[src/rtl/fpu_mul_seq_if.sv]
// Operand/result bundle between the command controller and the sequential multiplier.
interface fpu_mul_seq_if #(
    parameter int unsigned MANT_W = 15,
    parameter int unsigned EXP_W  = 7
);
    logic              start;
    logic              reg1_s;
    logic [EXP_W-1:0]  reg1_e;
    logic [MANT_W-1:0] reg1_m;
    logic              reg2_s;
    logic [EXP_W-1:0]  reg2_e;
    logic [MANT_W-1:0] reg2_m;
    logic              res_s;
    logic [EXP_W-1:0]  res_e;
    logic [MANT_W-1:0] res_m;
    logic              zero_flag;
    logic              overflow_flag;
    logic              underflow_flag;
    logic              done;
    logic              idle;

    modport master (
        output start, reg1_s, reg1_e, reg1_m, reg2_s, reg2_e, reg2_m,
        input  res_s, res_e, res_m, zero_flag, overflow_flag, underflow_flag, done, idle
    );

    modport slave (
        input  start, reg1_s, reg1_e, reg1_m, reg2_s, reg2_e, reg2_m,
        output res_s, res_e, res_m, zero_flag, overflow_flag, underflow_flag, done, idle
    );
endinterface

[src/rtl/fpu_mul_seq.sv]
// 18-cycle shift-add multiplier for the sign/exponent/mantissa float format.
// Optional FPU_MUL_ROUND_EN: round half-up instead of truncating the mantissa.
module fpu_mul_seq #(
    parameter int unsigned MANT_W = 15,
    parameter int unsigned EXP_W  = 7
) (
    input logic          clk,
    input logic          reset,
    fpu_mul_seq_if.slave bus
);
    localparam int unsigned SIG_W  = MANT_W + 1;
    localparam int unsigned PROD_W = 2 * SIG_W;
    localparam int unsigned CNT_W  = $clog2(SIG_W);
    localparam int unsigned ESUM_W = EXP_W + 3;
    localparam logic [EXP_W-1:0]         EXP_ZERO = {1'b1, {(EXP_W-1){1'b0}}};
    localparam logic [EXP_W-1:0]         EXP_MAX  = {1'b0, {(EXP_W-1){1'b1}}};
    localparam logic signed [ESUM_W-1:0] E_HI     = ESUM_W'(EXP_MAX);
    localparam logic signed [ESUM_W-1:0] E_LO     = -E_HI;
    localparam logic [CNT_W-1:0]         CNT_LAST = CNT_W'(SIG_W - 1);

    typedef enum logic [1:0] {IDLE, MULT, NORM} state_e;

    state_e                     state_q;
    logic [SIG_W-1:0]           a_q, b_q;
    logic [PROD_W-1:0]          acc_q;
    logic [CNT_W-1:0]           cnt_q;
    logic signed [ESUM_W-1:0]   esum_q;
    logic                       sign_q, zin_q;
    logic                       res_s_q;
    logic [EXP_W-1:0]           res_e_q;
    logic [MANT_W-1:0]          res_m_q;
    logic                       zero_q, ovf_q, unf_q, done_q, idle_q;

    logic                       p_msb;
    logic [MANT_W-1:0]          m_raw, m_fin;
    logic signed [ESUM_W-1:0]   e_raw, e_fin;
    logic                       res_s_d;
    logic [EXP_W-1:0]           res_e_d;
    logic [MANT_W-1:0]          res_m_d;
    logic                       zero_d, ovf_d, unf_d;

    // Normalise: product of two 1.x values lies in [1,4)
    assign p_msb = acc_q[PROD_W-1];
    assign m_raw = p_msb ? acc_q[PROD_W-2 -: MANT_W] : acc_q[PROD_W-3 -: MANT_W];
    assign e_raw = esum_q + ESUM_W'(p_msb);

`ifdef FPU_MUL_ROUND_EN
    logic rnd_bit, rnd_cy;
    assign rnd_bit = p_msb ? acc_q[PROD_W-MANT_W-2] : acc_q[PROD_W-MANT_W-3];
    // A carry out of the stored mantissa means 1.11..1 rounded up to 10.00..0
    assign {rnd_cy, m_fin} = (MANT_W+1)'(m_raw) + (MANT_W+1)'(rnd_bit);
    assign e_fin = rnd_cy ? e_raw + ESUM_W'(1) : e_raw;
`else
    assign m_fin = m_raw;
    assign e_fin = e_raw;
`endif

    always_comb begin
        res_s_d = sign_q;
        res_e_d = e_fin[EXP_W-1:0];
        res_m_d = m_fin;
        zero_d  = 1'b0;
        ovf_d   = 1'b0;
        unf_d   = 1'b0;
        if (zin_q) begin
            res_s_d = 1'b0;
            res_e_d = EXP_ZERO;
            res_m_d = '0;
            zero_d  = 1'b1;
        end else if (e_fin > E_HI) begin
            res_e_d = EXP_MAX;
            res_m_d = '1;
            ovf_d   = 1'b1;
        end else if (e_fin < E_LO) begin
            res_s_d = 1'b0;
            res_e_d = EXP_ZERO;
            res_m_d = '0;
            zero_d  = 1'b1;
            unf_d   = 1'b1;
        end
    end

    always_ff @(posedge clk) begin
        if (reset) begin
            state_q <= IDLE;
            a_q     <= '0;
            b_q     <= '0;
            acc_q   <= '0;
            cnt_q   <= '0;
            esum_q  <= '0;
            sign_q  <= 1'b0;
            zin_q   <= 1'b0;
            res_s_q <= 1'b0;
            res_e_q <= '0;
            res_m_q <= '0;
            zero_q  <= 1'b0;
            ovf_q   <= 1'b0;
            unf_q   <= 1'b0;
            done_q  <= 1'b0;
            idle_q  <= 1'b1;
        end else begin
            done_q <= 1'b0;
            unique case (state_q)
                IDLE: begin
                    if (bus.start) begin
                        a_q     <= {1'b1, bus.reg1_m};
                        b_q     <= {1'b1, bus.reg2_m};
                        sign_q  <= bus.reg1_s ^ bus.reg2_s;
                        esum_q  <= ESUM_W'($signed(bus.reg1_e)) + ESUM_W'($signed(bus.reg2_e));
                        zin_q   <= (bus.reg1_e == EXP_ZERO) | (bus.reg2_e == EXP_ZERO);
                        acc_q   <= '0;
                        cnt_q   <= '0;
                        idle_q  <= 1'b0;
                        state_q <= MULT;
                    end
                end
                MULT: begin
                    if (b_q[0]) acc_q <= acc_q + (PROD_W'(a_q) << cnt_q);
                    b_q   <= b_q >> 1;
                    cnt_q <= cnt_q + CNT_W'(1);
                    if (cnt_q == CNT_LAST) state_q <= NORM;
                end
                NORM: begin
                    res_s_q <= res_s_d;
                    res_e_q <= res_e_d;
                    res_m_q <= res_m_d;
                    zero_q  <= zero_d;
                    ovf_q   <= ovf_d;
                    unf_q   <= unf_d;
                    done_q  <= 1'b1;
                    idle_q  <= 1'b1;
                    state_q <= IDLE;
                end
                default: state_q <= IDLE;
            endcase
        end
    end

    assign bus.res_s          = res_s_q;
    assign bus.res_e          = res_e_q;
    assign bus.res_m          = res_m_q;
    assign bus.zero_flag      = zero_q;
    assign bus.overflow_flag  = ovf_q;
    assign bus.underflow_flag = unf_q;
    assign bus.done           = done_q;
    assign bus.idle           = idle_q;
endmodule
[src/flat_wrapper.sv]
// flat-port wrapper written by rule: the top's interface ports become plain ports
module fpu_mul_seq_flat 
#(
    parameter int unsigned MANT_W = 15,
    parameter int unsigned EXP_W  = 7
)
  (clk, reset, bus_start, bus_reg1_s, bus_reg1_e, bus_reg1_m, bus_reg2_s, bus_reg2_e, bus_reg2_m, bus_res_s, bus_res_e, bus_res_m, bus_zero_flag, bus_overflow_flag, bus_underflow_flag, bus_done, bus_idle);
  fpu_mul_seq_if #(.MANT_W(MANT_W), .EXP_W(EXP_W)) bus_i ();
  input logic clk;
  input logic reset;
  input wire logic [$bits(bus_i.start)-1:0] bus_start;
  input wire logic [$bits(bus_i.reg1_s)-1:0] bus_reg1_s;
  input wire logic [$bits(bus_i.reg1_e)-1:0] bus_reg1_e;
  input wire logic [$bits(bus_i.reg1_m)-1:0] bus_reg1_m;
  input wire logic [$bits(bus_i.reg2_s)-1:0] bus_reg2_s;
  input wire logic [$bits(bus_i.reg2_e)-1:0] bus_reg2_e;
  input wire logic [$bits(bus_i.reg2_m)-1:0] bus_reg2_m;
  output wire logic [$bits(bus_i.res_s)-1:0] bus_res_s;
  output wire logic [$bits(bus_i.res_e)-1:0] bus_res_e;
  output wire logic [$bits(bus_i.res_m)-1:0] bus_res_m;
  output wire logic [$bits(bus_i.zero_flag)-1:0] bus_zero_flag;
  output wire logic [$bits(bus_i.overflow_flag)-1:0] bus_overflow_flag;
  output wire logic [$bits(bus_i.underflow_flag)-1:0] bus_underflow_flag;
  output wire logic [$bits(bus_i.done)-1:0] bus_done;
  output wire logic [$bits(bus_i.idle)-1:0] bus_idle;
  assign bus_i.start = bus_start;
  assign bus_i.reg1_s = bus_reg1_s;
  assign bus_i.reg1_e = bus_reg1_e;
  assign bus_i.reg1_m = bus_reg1_m;
  assign bus_i.reg2_s = bus_reg2_s;
  assign bus_i.reg2_e = bus_reg2_e;
  assign bus_i.reg2_m = bus_reg2_m;
  assign bus_res_s = bus_i.res_s;
  assign bus_res_e = bus_i.res_e;
  assign bus_res_m = bus_i.res_m;
  assign bus_zero_flag = bus_i.zero_flag;
  assign bus_overflow_flag = bus_i.overflow_flag;
  assign bus_underflow_flag = bus_i.underflow_flag;
  assign bus_done = bus_i.done;
  assign bus_idle = bus_i.idle;
  fpu_mul_seq #(.MANT_W(MANT_W), .EXP_W(EXP_W)) u_core (.clk(clk), .reset(reset), .bus(bus_i));
endmodule
[config.mk]
export PLATFORM = sky130hd
export DESIGN_NAME = fpu_mul_seq_flat
export DESIGN_NICKNAME = d
export VERILOG_FILES = /design/src/rtl/fpu_mul_seq_if.sv /design/src/rtl/fpu_mul_seq.sv /design/src/flat_wrapper.sv
export SDC_FILE = /design/constraint.sdc
export NUM_CORES = 1
export LEC_CHECK = 0
export ABC_AREA = 1
export ABC_CLOCK_PERIOD_IN_PS = 2900
export CORE_MARGIN = 2
export CORE_UTILIZATION = 55
export CTS_BUF_LIST = sky130_fd_sc_hd__clkbuf_4 sky130_fd_sc_hd__clkbuf_8
export DETAILED_ROUTE_END_ITERATION = 8
export HOLD_SLACK_MARGIN = 0.05
export MAX_ROUTING_LAYER = met4
export PLACE_DENSITY = 0.77
export SKIP_LAST_GASP = 1
export SYNTH_ARGS = -nofsm -noshare
export SYNTH_HDL_FRONTEND = slang
export SYNTH_SLANG_ARGS = --single-unit
[constraint.sdc]
create_clock -name clk -period 2.9 [get_ports clk]
set_input_delay 0.29 -clock clk [delete_from_list [all_inputs] [get_ports clk]]
set_output_delay 0.29 -clock clk [all_outputs]
set_load 0.01 [all_outputs]
* Yosys cells after proc, flatten, opt, wreduce, memory -nomap -nowiden
Cells that the tools add are included.
** Storage, ports and cells
- Bits in registers :: 110
- Bits of input ports :: 49
- Word-level logic and storage cells :: 70
** Operators by class
- Equal/unequal tests :: 8
- Reductions and logical operators :: 8
- Add/subtract/negate cells :: 4
- Magnitude comparators :: 2
- Shift operators :: 1
- Bitwise operators :: 2
- Mux-type cells :: 29
** Operators with widths (count)
- $mux 32 :: 2
- $pmux 32 s2 :: 1
- $mux 15 :: 4
- $add 32x32->32 :: 1
- $pmux 16 s2 :: 1
- $shl 16x4->32 :: 1
- $mux 7 :: 3
- $mux 16 :: 1
- $eq 7x7->1 const B :: 2
- $mux 1 :: 11
- $add 10x1->10 :: 1
- $gt 10x7->1 const B :: 1
- $lt 10x7->1 const B :: 1
- $add 7x7->8 :: 1
- $pmux 4 s2 :: 1
- $reduce_and 2->1 :: 4
- $add 4x1->4 const B :: 1
- $eq 4x4->1 const B :: 1
- $mux 2 :: 2
- $mux 4 :: 1
- $ne 2x1->1 const B :: 2
- $pmux 2 s2 :: 1
- $reduce_bool 2->1 :: 2
- $reduce_and 3->1 :: 1
- other kinds (7) :: 7

* Depth between registers and ports, before layout
Gate-level depths: netlist of the first run.
- Depth after elaboration :: 5
- Gate-level depth with buffers :: 23

* Worst setup path before layout of the first run
No wires, ideal clock.
- Path kind :: reg2reg
- Start point :: register u_core.cnt_q[0]
- End point :: register u_core.acc_q[13]
- Arrival time :: 2.427 ns
- Setup slack :: 0.341 ns
- Clock period less this slack :: 2.559 ns
- Cell stages (with the launch flop) :: 21
- Path buffers :: 2
- Path through :: dfxtp_1 > buf_2 > buf_2 > o21ai_0 > nand2_1 > o21ai_0 > inv_1 > nand2_1 > o21ai_0 > nand2_1 > o21ai_0 > ha_1 > nand2_1 > inv_1 > nand2_1 > inv_1 > a21oi_1 > nand2_1 > or2_2 > nand3_1 > a21oi_1
** Between the ends
- Cells in the longest elaborated chain, start to end :: 4
** Ends and longest elaborated chain
- from (decl) :: RTL line fpu_mul_seq.sv:26 : logic [CNT_W-1:0] cnt_q;
- from (signal assigned) :: RTL line fpu_mul_seq.sv:120 : cnt_q <= cnt_q + CNT_W'(1);
- $shl 16x4->32 :: RTL line fpu_mul_seq.sv:118 : if (b_q[0]) acc_q <= acc_q + (PROD_W'(a_q) << cnt_q);
- $add 32x32->32 :: RTL line fpu_mul_seq.sv:118
- $mux 32 :: RTL line fpu_mul_seq.sv:118
- $pmux 32 s2 :: RTL line fpu_mul_seq.sv:103 : unique case (state_q)
- to (signal assigned) :: RTL line fpu_mul_seq.sv:118
- to (decl) :: RTL line fpu_mul_seq.sv:25 : logic [PROD_W-1:0] acc_q;
Every way passes these cells. The select of a mux whose other input is x is not followed.
A chain may end at the register's enable or synchronous reset.

* Final worst setup path of the first run
- Start point :: register u_core.cnt_q[0]
- End point :: register u_core.acc_q[30]
Same word-level chain as after synthesis.

==> impl_metrics.csv, run 1 <==
group,metric,value,unit
sta,period_share,97.3,%
floorplan,core,0.0137,mm²
logic_synthesis,ys_types,47,
worst_setup_path,crit_start,"u_core.cnt_q[0]",
sta,tightest_slew,0.740,ns
clocking,cts_max_level,3,
logic_synthesis,synth.top_cell.area_share,28.3,%
sta,finalSetupViolations,0,
route,vias,8233,
logic_synthesis,synth_area_leader_cell,"dfxtp_1",
route,vias_per_cell,5.30,
finish,stdcell_count,1552,
logic_synthesis,synth-seq-area-share,28.3,%
worst_setup_path,cp.arrival,3.16,ns
placed_design,place_inst,1518,
sta,postLayoutSetupSlackWorst,0.0793,ns
worst_setup_path,cp-end-kind,"register",
clocking,clockRootBuffer,"clkbuf_8",
clocking,cts_tree,"done",
sta,fin_hold_ws,0.133,ns
logic_synthesis,syn_avg_cell_area,6.07,µm²
hold_path,min_path_cells,2,
floorplan,row_count,43,
logic_synthesis,synth.most_common_cell,"nand2_1",
run_status,status,"finished, final reports clean",
route,drt_pass1_iterations,5,
pwr,total_power,3.28,mW
clocking,clock-sinks,108,
grt,grt.total_usage,29.9,%
sta,hold_viol_final,0,
finish,nets,1459,
floorplan,die_y,122,µm
worst_setup_path,required,3.24,ns
logic_synthesis,synth_area,0.00765,mm²
pwr,power_leakage,4.47,nW
floorplan,die_area,0.0149,mm²
pwr,p_per_area,338,mW/mm²
clocking,clk_path_buf_depth,2,
sta,relSlewSlack,50.6,%
clocking,ctsHoldBuffers,0,
clocking,clk_pin_slew,0.12,ns
finish,area_growth,26.9,%
sta,fin_skew,0.0152,ns
sta,rsz0062_at_grt,"true",
finish,antenna_cells,0,
clocking,cts_buffers,9,
worst_setup_path,r2r_cells,22,
logic_synthesis,synth-edff-count,0,
flow_run,maxCapViolCount,0,
hold_path,hp-start,"reset",
grt,antenna_found_initial,0,
worst_setup_path,start_kind,"register",
finish,drive_above_1_share,18.4,%
logic_synthesis,async_reset_ff_share,0,%
worst_setup_path,path_class,"reg -> reg",
floorplan,die_w,122,µm
route,drt_iter0_drc,665,
route,post_drt_wl_per_cell,14.4,µm
finish,fin_area,0.00971,mm²
route,ant_nets,0,
logic_synthesis,ys.flop_type,"dfxtp_1",
pwr,peakVddDrop,435,µV
placed_design,port_buffers,76,
placed_design,placed_area,0.00879,mm²
sta,min_period,2.82,ns
placed_design,gp_congestion,0.938,
sta,finalMaxSlewViolations,0,
logic_synthesis,yosys_warnings,0,
logic_synthesis,syn-num-nets,1353,
grt,grt.overflow.total,0,
hold_path,hp-class,"in -> reg",
worst_setup_path,worstPathMaxFanout,8,
clocking,clock_latency,0.40,ns
floorplan,ios,77,
sta,max_freq,355,MHz
placed_design,pre_cts_slack,-0.0675,ns
placed_design,dpl.hpwl,16700,µm
logic_synthesis,ys_ff_latch,108,
route,routed_wl,22300,µm
grt,grt_pass1_wl,34100,µm
logic_synthesis,synth_commonest_cells,"458 x nand2_1, 171 x inv_1, 108 x dfxtp_1",
route,drc_errors,0,
logic_synthesis,ys_top_cells_by_area,"dfxtp_1 28%, nand2_1 22%, inv_1 8.4%",
grt,first_global_vias,7253,
logic_synthesis,syn_inst,1261,
worst_setup_path,rr_startpoint,"u_core.cnt_q[0]",
floorplan,initial_core_util,55.8,%
grt,grt_max_degree,51,
-- cells in the final DEF, fill, tap and decap left out, drive strengths merged, types with 12 or more instances in the layout --
| cell | n |
|---|---|
| nand2 | 461 |
| inv | 180 |
| dfxtp | 108 |
| nand3 | 102 |
| o21ai | 93 |
| nor2 | 87 |
| a21oi | 77 |
| clkdlybuf4s50 | 75 |
| buf | 65 |
| ha | 41 |
| a31oi | 12 |
-- layout make-up --
class,count,area (µm²)
multi-input cells,929,5160
fillers,1224,4010
flip-flops and latches,108,2170
repair buffers,142,1310
inverters,177,664
well taps,180,225
clock buffers,9,124
clock inverters,7,60.1
-- worst max-delay path, stage by stage, from the launching register on --
cell and delay, ns:
dfxtp_4 0.39, buf_12 0.14, buf_4 0.13, nand2_1 0.07
o21ai_2 0.06, nand2_1 0.08, o21ai_2 0.06, nor2_1 0.15
a31oi_2 0.06, nor2_1 0.24, ha_1 0.31, buf_4 0.17
nand2_1 0.07, nand2_1 0.07, nand2_1 0.06, nand2_1 0.06
nand2_1 0.07, nand2_1 0.08, a21oi_4 0.16, nand2_1 0.07
nand2_1 0.07, nand3_2 0.07, a21oi_2 0.15
-- path summary, 6_finish.rpt --
kind | slack [ns] | endpoint
hold / removal | 0.13 | u_core.bus.done
setup / recovery | 0.08 | u_core.acc_q[30]
setup reg to reg | 0.08 | u_core.acc_q[30]
hold reg to reg | 0.46 | u_core.bus.idle
-- power by group --
group	switching [mW]	leakage, nW	internal [mW]
clock	0.579	0.0961	0.328
sequential	0.0418	0.879	1.54
combinational	0.459	3.50	0.329
-- layer usage --
layer	vias to the layer above	share of wire [%]	GRT usage [%]	wire [µm]
met4	0	2.5	10.1	565
met3	37	5.5	4.59	1220
met1	3737	44	39.2	9880
met5	-	0	-	0
met2	236	48	47.3	10700
li1	4223	-	-	-
-- kinds of logic after synthesis --
| logic type | share of synthesized area, % |
|---|---|
| AND/OR/NAND/NOR | 37.1 |
| buffers and inverters | 11.6 |
| AO/OA/AOI/OAI | 14.5 |
| flip-flops | 28.3 |
| adder cells (fa/ha/maj) | 7.23 |
| XOR/XNOR | 0.899 |
| multiplexers | 0.392 |
-- through the flow --
step	TNS [ns]	utilization (%)
2_1_floorplan	0	-
3_3_place_gp	-0.0134	64.1
3_5_place_dp	-0.243	64.1
4_1_cts	-0.0249	65.6
5_1_grt	-0.553	70.8
6_report	0	70.8
-- registers in the layout (all words and copies together) (netlist names) --
name                       cells
u_core.bus.res_s               1
u_core.bus.done                1
u_core.a_q                    16
u_core.bus.underflow_flag      1
u_core.state_q                 2
u_core.b_q                    16
u_core.acc_q                  32
u_core.esum_q                  8
u_core.sign_q                  1
u_core.bus.idle                1
u_core.bus.zero_flag           1
u_core.bus.overflow_flag       1
u_core.zin_q                   1
u_core.bus.res_m              15
u_core.cnt_q                   4
u_core.bus.res_e               7
-- what timing repair did --
item	4_1_cts	5_1_grt
setup buffers	1	15
gates resized for setup	6	180
gates cloned	0	2
endpoints found under the setup margin	8	25
pin swaps	1	56
Note: power is estimated with default switching activity, not from simulation.
==> run 2: changes to the inputs <==
--- a/config.mk
+++ b/config.mk
@@ -9,11 +9,11 @@
 export ABC_CLOCK_PERIOD_IN_PS = 2900
 export CORE_MARGIN = 2
 export CORE_UTILIZATION = 55
-export CTS_BUF_LIST = sky130_fd_sc_hd__clkbuf_4 sky130_fd_sc_hd__clkbuf_8
 export DETAILED_ROUTE_END_ITERATION = 8
 export HOLD_SLACK_MARGIN = 0.05
 export MAX_ROUTING_LAYER = met4
 export PLACE_DENSITY = 0.77
+export REMOVE_ABC_BUFFERS = 1
 export SKIP_LAST_GASP = 1
 export SYNTH_ARGS = -nofsm -noshare
 export SYNTH_HDL_FRONTEND = slang
==> run 2 against run 1 <==
  * First-iteration DRC count shrank 32%
  * Critical endpoint is now u_core.acc_q[13]
  * Critical path depth down 8
  * Power rose by 11%
  * Sequential cell count unchanged
  * Clock skew is 0.0069 ns lower
  * Largest cell class unchanged
  * Via count fell by 1.6%
  * Wire length down 4.1%
  * Combinational power is 4.8% lower
  * Utilization down 2.3 points
  * Non-clock buffer count decreased by 19
  * Clock-buffer cell count grew 2
==> impl_metrics.csv, run 2 (synthesized netlist as in run 1, its figures left out) <==
group,metric,value,unit
worst_setup_path,required,3.12,ns
finish,stdcell_count,1534,
sta,hold_viol_final,0,
finish,largest_reg_flops,32,
sta,rsz0062_at_grt,"true",
floorplan,row_count,43,
finish,largest_register,"u_core.acc_q",
sta,max_freq,358,MHz
route,drc_errors,0,
floorplan,die_y,122,µm
worst_setup_path,worstPathMaxFanout,10,
hold_path,hp-class,"in -> reg",
route,drt_iter0_drc,452,
clocking,clk_pin_slew,0.08,ns
floorplan,core,0.0137,mm²
sta,fin_skew,0.00829,ns
worst_setup_path,r2r_cells,14,
clocking,cts_tree,"done",
finish,area_growth,22.8,%
grt,antenna_found_initial,0,
clocking,cts_max_level,3,
sta,min_period,2.79,ns
worst_setup_path,path_delay_family,"simple AND/OR/NAND/NOR gates",
clocking,clock_latency,0.36,ns
grt,first_global_vias,7150,
worst_setup_path,crit_end,"u_core.acc_q[13]",
route,drt_pass1_iterations,5,
worst_setup_path,rr_startpoint,"u_core.cnt_q[2]",
clocking,clk_path_buf_depth,2,
sta,relSlewSlack,37.2,%
route,vias_per_cell,5.28,
floorplan,die_area,0.0149,mm²
grt,grt_max_degree,51,
worst_setup_path,crit_start,"u_core.cnt_q[2]",
finish,most-common-layout-cells,"437 x nand2_1, 168 x inv_1, 106 x dfxtp_1, 79 x nand3_1, 75 x clkdlybuf4s50_1",
worst_setup_path,crit_buf_inv,3,
route,vias,8102,
placed_design,place_inst,1507,
pwr,power_leakage,4.39,nW
worst_setup_path,path_class,"reg -> reg",
placed_design,port_buffers,76,
route,post_drt_wl_per_cell,14.0,µm
worst_setup_path,crit_chain,"clkinvlp_2 -> o21ai_1 -> nand2_1 -> o21ai_0 -> ha_1 -> nand2_2 -> inv_1 -> nand2_1 -> inv_1 -> a21oi_1 -> nand2_2 -> or2_2 -> nand3_1 -> a21oi_1",
floorplan,initial_core_util,55.8,%
finish,reg_top3,"u_core.acc_q: 32 flops, u_core.a_q: 16 flops, u_core.b_q: 16 flops",
finish,drive_above_1_share,14.1,%
floorplan,die_w,122,µm
worst_setup_path,r2r_slack,0.11,ns
finish,nFillCells,1296,
clocking,cts_buffers,9,
finish,nets,1441,
flow_run,maxCapViolCount,0,
worst_setup_path,cp.depth,14,
route,ant_nets,0,
sta,tightest_slew,0.941,ns
sta,finalMaxSlewViolations,0,
worst_setup_path,slowest_stage,"dfxtp_1",
grt,grt.total_usage,29.5,%
sta,finalSetupViolations,0,
worst_setup_path,r2r_end,"u_core.acc_q[13]",
grt,grt.overflow.total,0,
worst_setup_path,cp.arrival,3.01,ns
finish,antenna_cells,0,
placed_design,dpl.hpwl,16200,µm
worst_setup_path,start_kind,"register",
finish,final_core_util,68.5,%
pwr,p_per_area,386,mW/mm²
route,routed_wl,21400,µm
worst_setup_path,cp-end-kind,"register",
clocking,clock-sinks,108,
pwr,peakVddDrop,300,µV
clocking,clockRootBuffer,"clkbuf_16",
sta,period_share,96.3,%
finish,final_common_cell,"nand2_1",
grt,grt_pass1_wl,33900,µm
run_status,status,"finished, final reports clean",
floorplan,ios,77,
worst_setup_path,critPathMaxStageDelay,0.42,ns
placed_design,gp_congestion,1.01,
run 2: layout make-up:
class                      instances  area, µm²  area share [%]
clock buffer                      11        243            2.58
clock inverter                     5       57.6           0.613
inverter                         177        668            7.11
multi-input combinational        929       4890            52.1
sequential                       108       2170            23.1
tap                              180        225            2.40
timing repair buffer             123       1140            12.1
timing repair inverter             1       5.00          0.0533
run 2: power by group:
part,total [mW],internal (mW),switching [mW]
Sequential,1.58,1.54,0.0400
Clock,1.29,0.699,0.595
Combinational,0.750,0.305,0.445
run 2: timing repair:
item                                    in CTS  in global routing
setup buffers                                0                 10
hold buffers                                 0                  0
endpoints found under the setup margin      13                 25
pin swaps                                    2                 33
cloned                                       0                  1
resized for setup                            7                120
run 2: worst min-delay path by stage:
stage | cells past startpoint | slack [ns] | startpoint | to
floorplan | 1 | 0.36 | reset | u_core.a_q[15]
global placement | 2 | 0.43 | u_core.bus.idle | u_core.bus.idle
CTS | 2 | 0.19 | reset | u_core.bus.done
finish | 2 | 0.19 | reset | u_core.bus.done
detailed placement | 2 | 0.43 | u_core.bus.idle | u_core.bus.idle
global route | 2 | 0.19 | reset | u_core.bus.done
run 2: layer usage:
metal | vias to the layer above | track usage, % | part of all wire, %
li1 | 4185 | - | -
met1 | 3678 | 38.8 | 46
met2 | 210 | 48.9 | 47
met3 | 29 | 3.79 | 5.5
met4 | 0 | 6.18 | 1.6
met5 | - | - | 0
run 2: worst register-to-register path, cell delays in order, from the launching register on:
cell	delay, ns
dfxtp_1	0.42
clkinvlp_2	0.39
o21ai_1	0.31
nand2_1	0.07
o21ai_0	0.13
ha_1	0.32
nand2_2	0.12
inv_1	0.06
nand2_1	0.09
inv_1	0.06
a21oi_1	0.17
nand2_2	0.11
or2_2	0.28
nand3_1	0.07
a21oi_1	0.06
run 2: stage by stage:
stage          total power, mW  TNS, ns  hold WS, ns  setup slack, ns  area, µm²
6_report                  3.62        0        0.186            0.108       9400
2_1_floorplan             1.99        0        0.359          0.00803       7420
5_1_grt                   3.77   -0.554        0.191           -0.118       9400
3_5_place_dp              2.27   -0.473        0.434           -0.153       8700
4_1_cts                   3.54        0        0.185          0.00278       9010
3_3_place_gp              2.26   -0.337        0.433           -0.119       8700
==> RTL change, RTL diff (flow settings as in run 2) <==
Encoding of `state_e`: now one-hot (3 bits for 3 states).
--- a/src/rtl/fpu_mul_seq.sv
+++ b/src/rtl/fpu_mul_seq.sv
@@ -18,7 +18,7 @@
     localparam logic signed [ESUM_W-1:0] E_LO     = -E_HI;
     localparam logic [CNT_W-1:0]         CNT_LAST = CNT_W'(SIG_W - 1);
 
-    typedef enum logic [1:0] {IDLE, MULT, NORM} state_e;
+    typedef enum logic [2:0] {IDLE = 3'b001, MULT = 3'b010, NORM = 3'b100} state_e;
 
     state_e                     state_q;
     logic [SIG_W-1:0]           a_q, b_q;
Behaviour: same outputs for any inputs over 10 cycles, from zero or initial values and one cycle with reset high; not proved beyond that.
==> RTL change against run 2 <==
- die area up 0.16%
- synthesized area grew 0.16%
- sequential cell count increased by 1
- setup slack lost 0.060 ns
- count of clock-buffer cells in the layout decreased by 2
- cell area is 0.95% higher
- power fell by 5.3%
- wire length increased by 0.42%
- largest cell class unchanged
- largest power group unchanged
==> RTL change: results (changes against run 2) <==
- Num CTS Buffers: 9 (unchanged)
- Clock skew: 0.0151 ns (+0.00685 ns)
- Total GRT Usage: 29.9% (+0.42 points)
- Leakage: 4.25 nW (-3.2%)
- Top Layer Used: met4
- Avg Vias per Cell: 5.28 (about the same)
- Async S/R FF share, synth: 0% (unchanged)
- Internal power: 2.45 mW (-3.6%)
- Metal-1 WL: 9970 µm (+1.2%)
- Detailed Place HPWL: 16200 µm (-0.42%)
- Synth unique cells: 45 (-4.3%)
- Gpl congestion: 1.02 (+1.2%)
- WL met3: 1190 µm (+0.85%)
- Setup repair bufs after CTS: 0 (unchanged)
- Area contributors post-synth: dfxtp_1 28%, nand2_1 22%, inv_1 8.4%
- CP peak stage delay: 0.37 ns (-0.05 ns)
- Most frequent cells after synthesis: 459 x nand2_1, 172 x inv_1, 109 x dfxtp_1, 93 x nand3_1, 85 x o21ai_0
- Fin nets: 1443 (+0.14%)
- Met2 usage: 47.6% (-1.3 points)
- Routed wire length: 21500 µm (+0.42%)
- First-pass GRT wire length: 34200 µm (+1.1%)
- Detailed Route Iter0 Violations: 499 (+10%)
- Critical-path top delay cell: dfxtp_4
- Dpl ws: -0.146 ns (+0.00710 ns)
- Slew of the pin with the lowest slew margin: 0.896 ns (-0.0451 ns)
- Reg2reg setup slack: 0.05 ns (-0.06 ns)
- Min-delay worst type: input pin to register
- Critical path origin: u_core.cnt_q[0]$_SDFFE_PP0P_
- CTS Root Cell: clkbuf_16
- Fill count: 1271 (-1.9%)
- PostCTS Resize Cnt: 11 (+4)
- Status: finished clean
- Hold Crit Start: reset
- Busiest grt layer: met2
- Period minus WS final: 2.85 ns (+0.0599 ns)
- Met2 WL: 9910 µm (-1.6%)
- Final hold slack: 0.398 ns (+0.212 ns)
- Reg2reg path depth: 16 (+2)
- Crit path max-delay family: simple AND/OR/NAND/NOR gates
- Max FO, Critical Path: 15 (+5)
- GRT met3 Usage: 5.20% (+1.4 points)
- Largest net degree at the start of global routing: 32 (-37%)
- CTS hold repair buffers: 0 (unchanged)
- Power Clock: 1.34 mW (+4%)
- Sequential Power Share: 46.0% (+2.4 points)
- Clock Path Buffers: 2 (unchanged)
- Share of layout cells above drive strength 1: 15.4% (+1.3 points)
- CTS H-Tree Depth: 3 (unchanged)
- Synth warnings: 0 (unchanged)
- Seq group: 1.58 mW (about the same)
- Peak VDD IR: 0.408 mV (+36%)
- Sequential area share after synthesis: 28.5% (+0.22 points)
- CP arrival: 3.08 ns (+0.07 ns)
- Hold Crit Endpoint: u_core.acc_q[2]$_SDFFE_PP0P_
- Top Registers: u_core.acc_q: 32 flops, u_core.a_q: 16 flops, u_core.b_q: 16 flops
- Most common cell in the netlist: nand2_1
- Worst-path clk slew: 0.09 ns
- Clock Latency Late Sink: around 0.37 ns
- M1 GR Usage: 39.1% (+0.31 points)
- Number of global-route vias before repair: 7169 (+0.27%)
==> RTL change: per-stage QoR <==
step	area [µm²]	instances
2_1_floorplan	7430	1225
3_3_place_gp	8660	1510
3_5_place_dp	8660	1510
4_1_cts	8990	1526
5_1_grt	9480	1536
6_report	9480	1536
==> RTL change: cells by family (layout without fill, tap and decap cells) <==
group                    after synthesis  count (layout)  synth area share [%]
multiplexers                           2               2                 0.261
adder cells (fa/ha/maj)               43              43                  7.22
AO/OA/AOI/OAI                        204             204                  14.4
AND/OR/NAND/NOR                      677             677                  36.7
XOR/XNOR                               9               9                  1.03
flip-flops                           109             109                  28.5
buffers and inverters                227             312                  11.9
==> RTL change: cell type report <==
type	count	share of cell area, %
tap	180	2.37
multi-input combinational	935	52.5
clock buffer	9	2.37
inverter	181	7.19
timing repair buffer	115	11.5
clock inverter	7	0.976
sequential	109	23.0
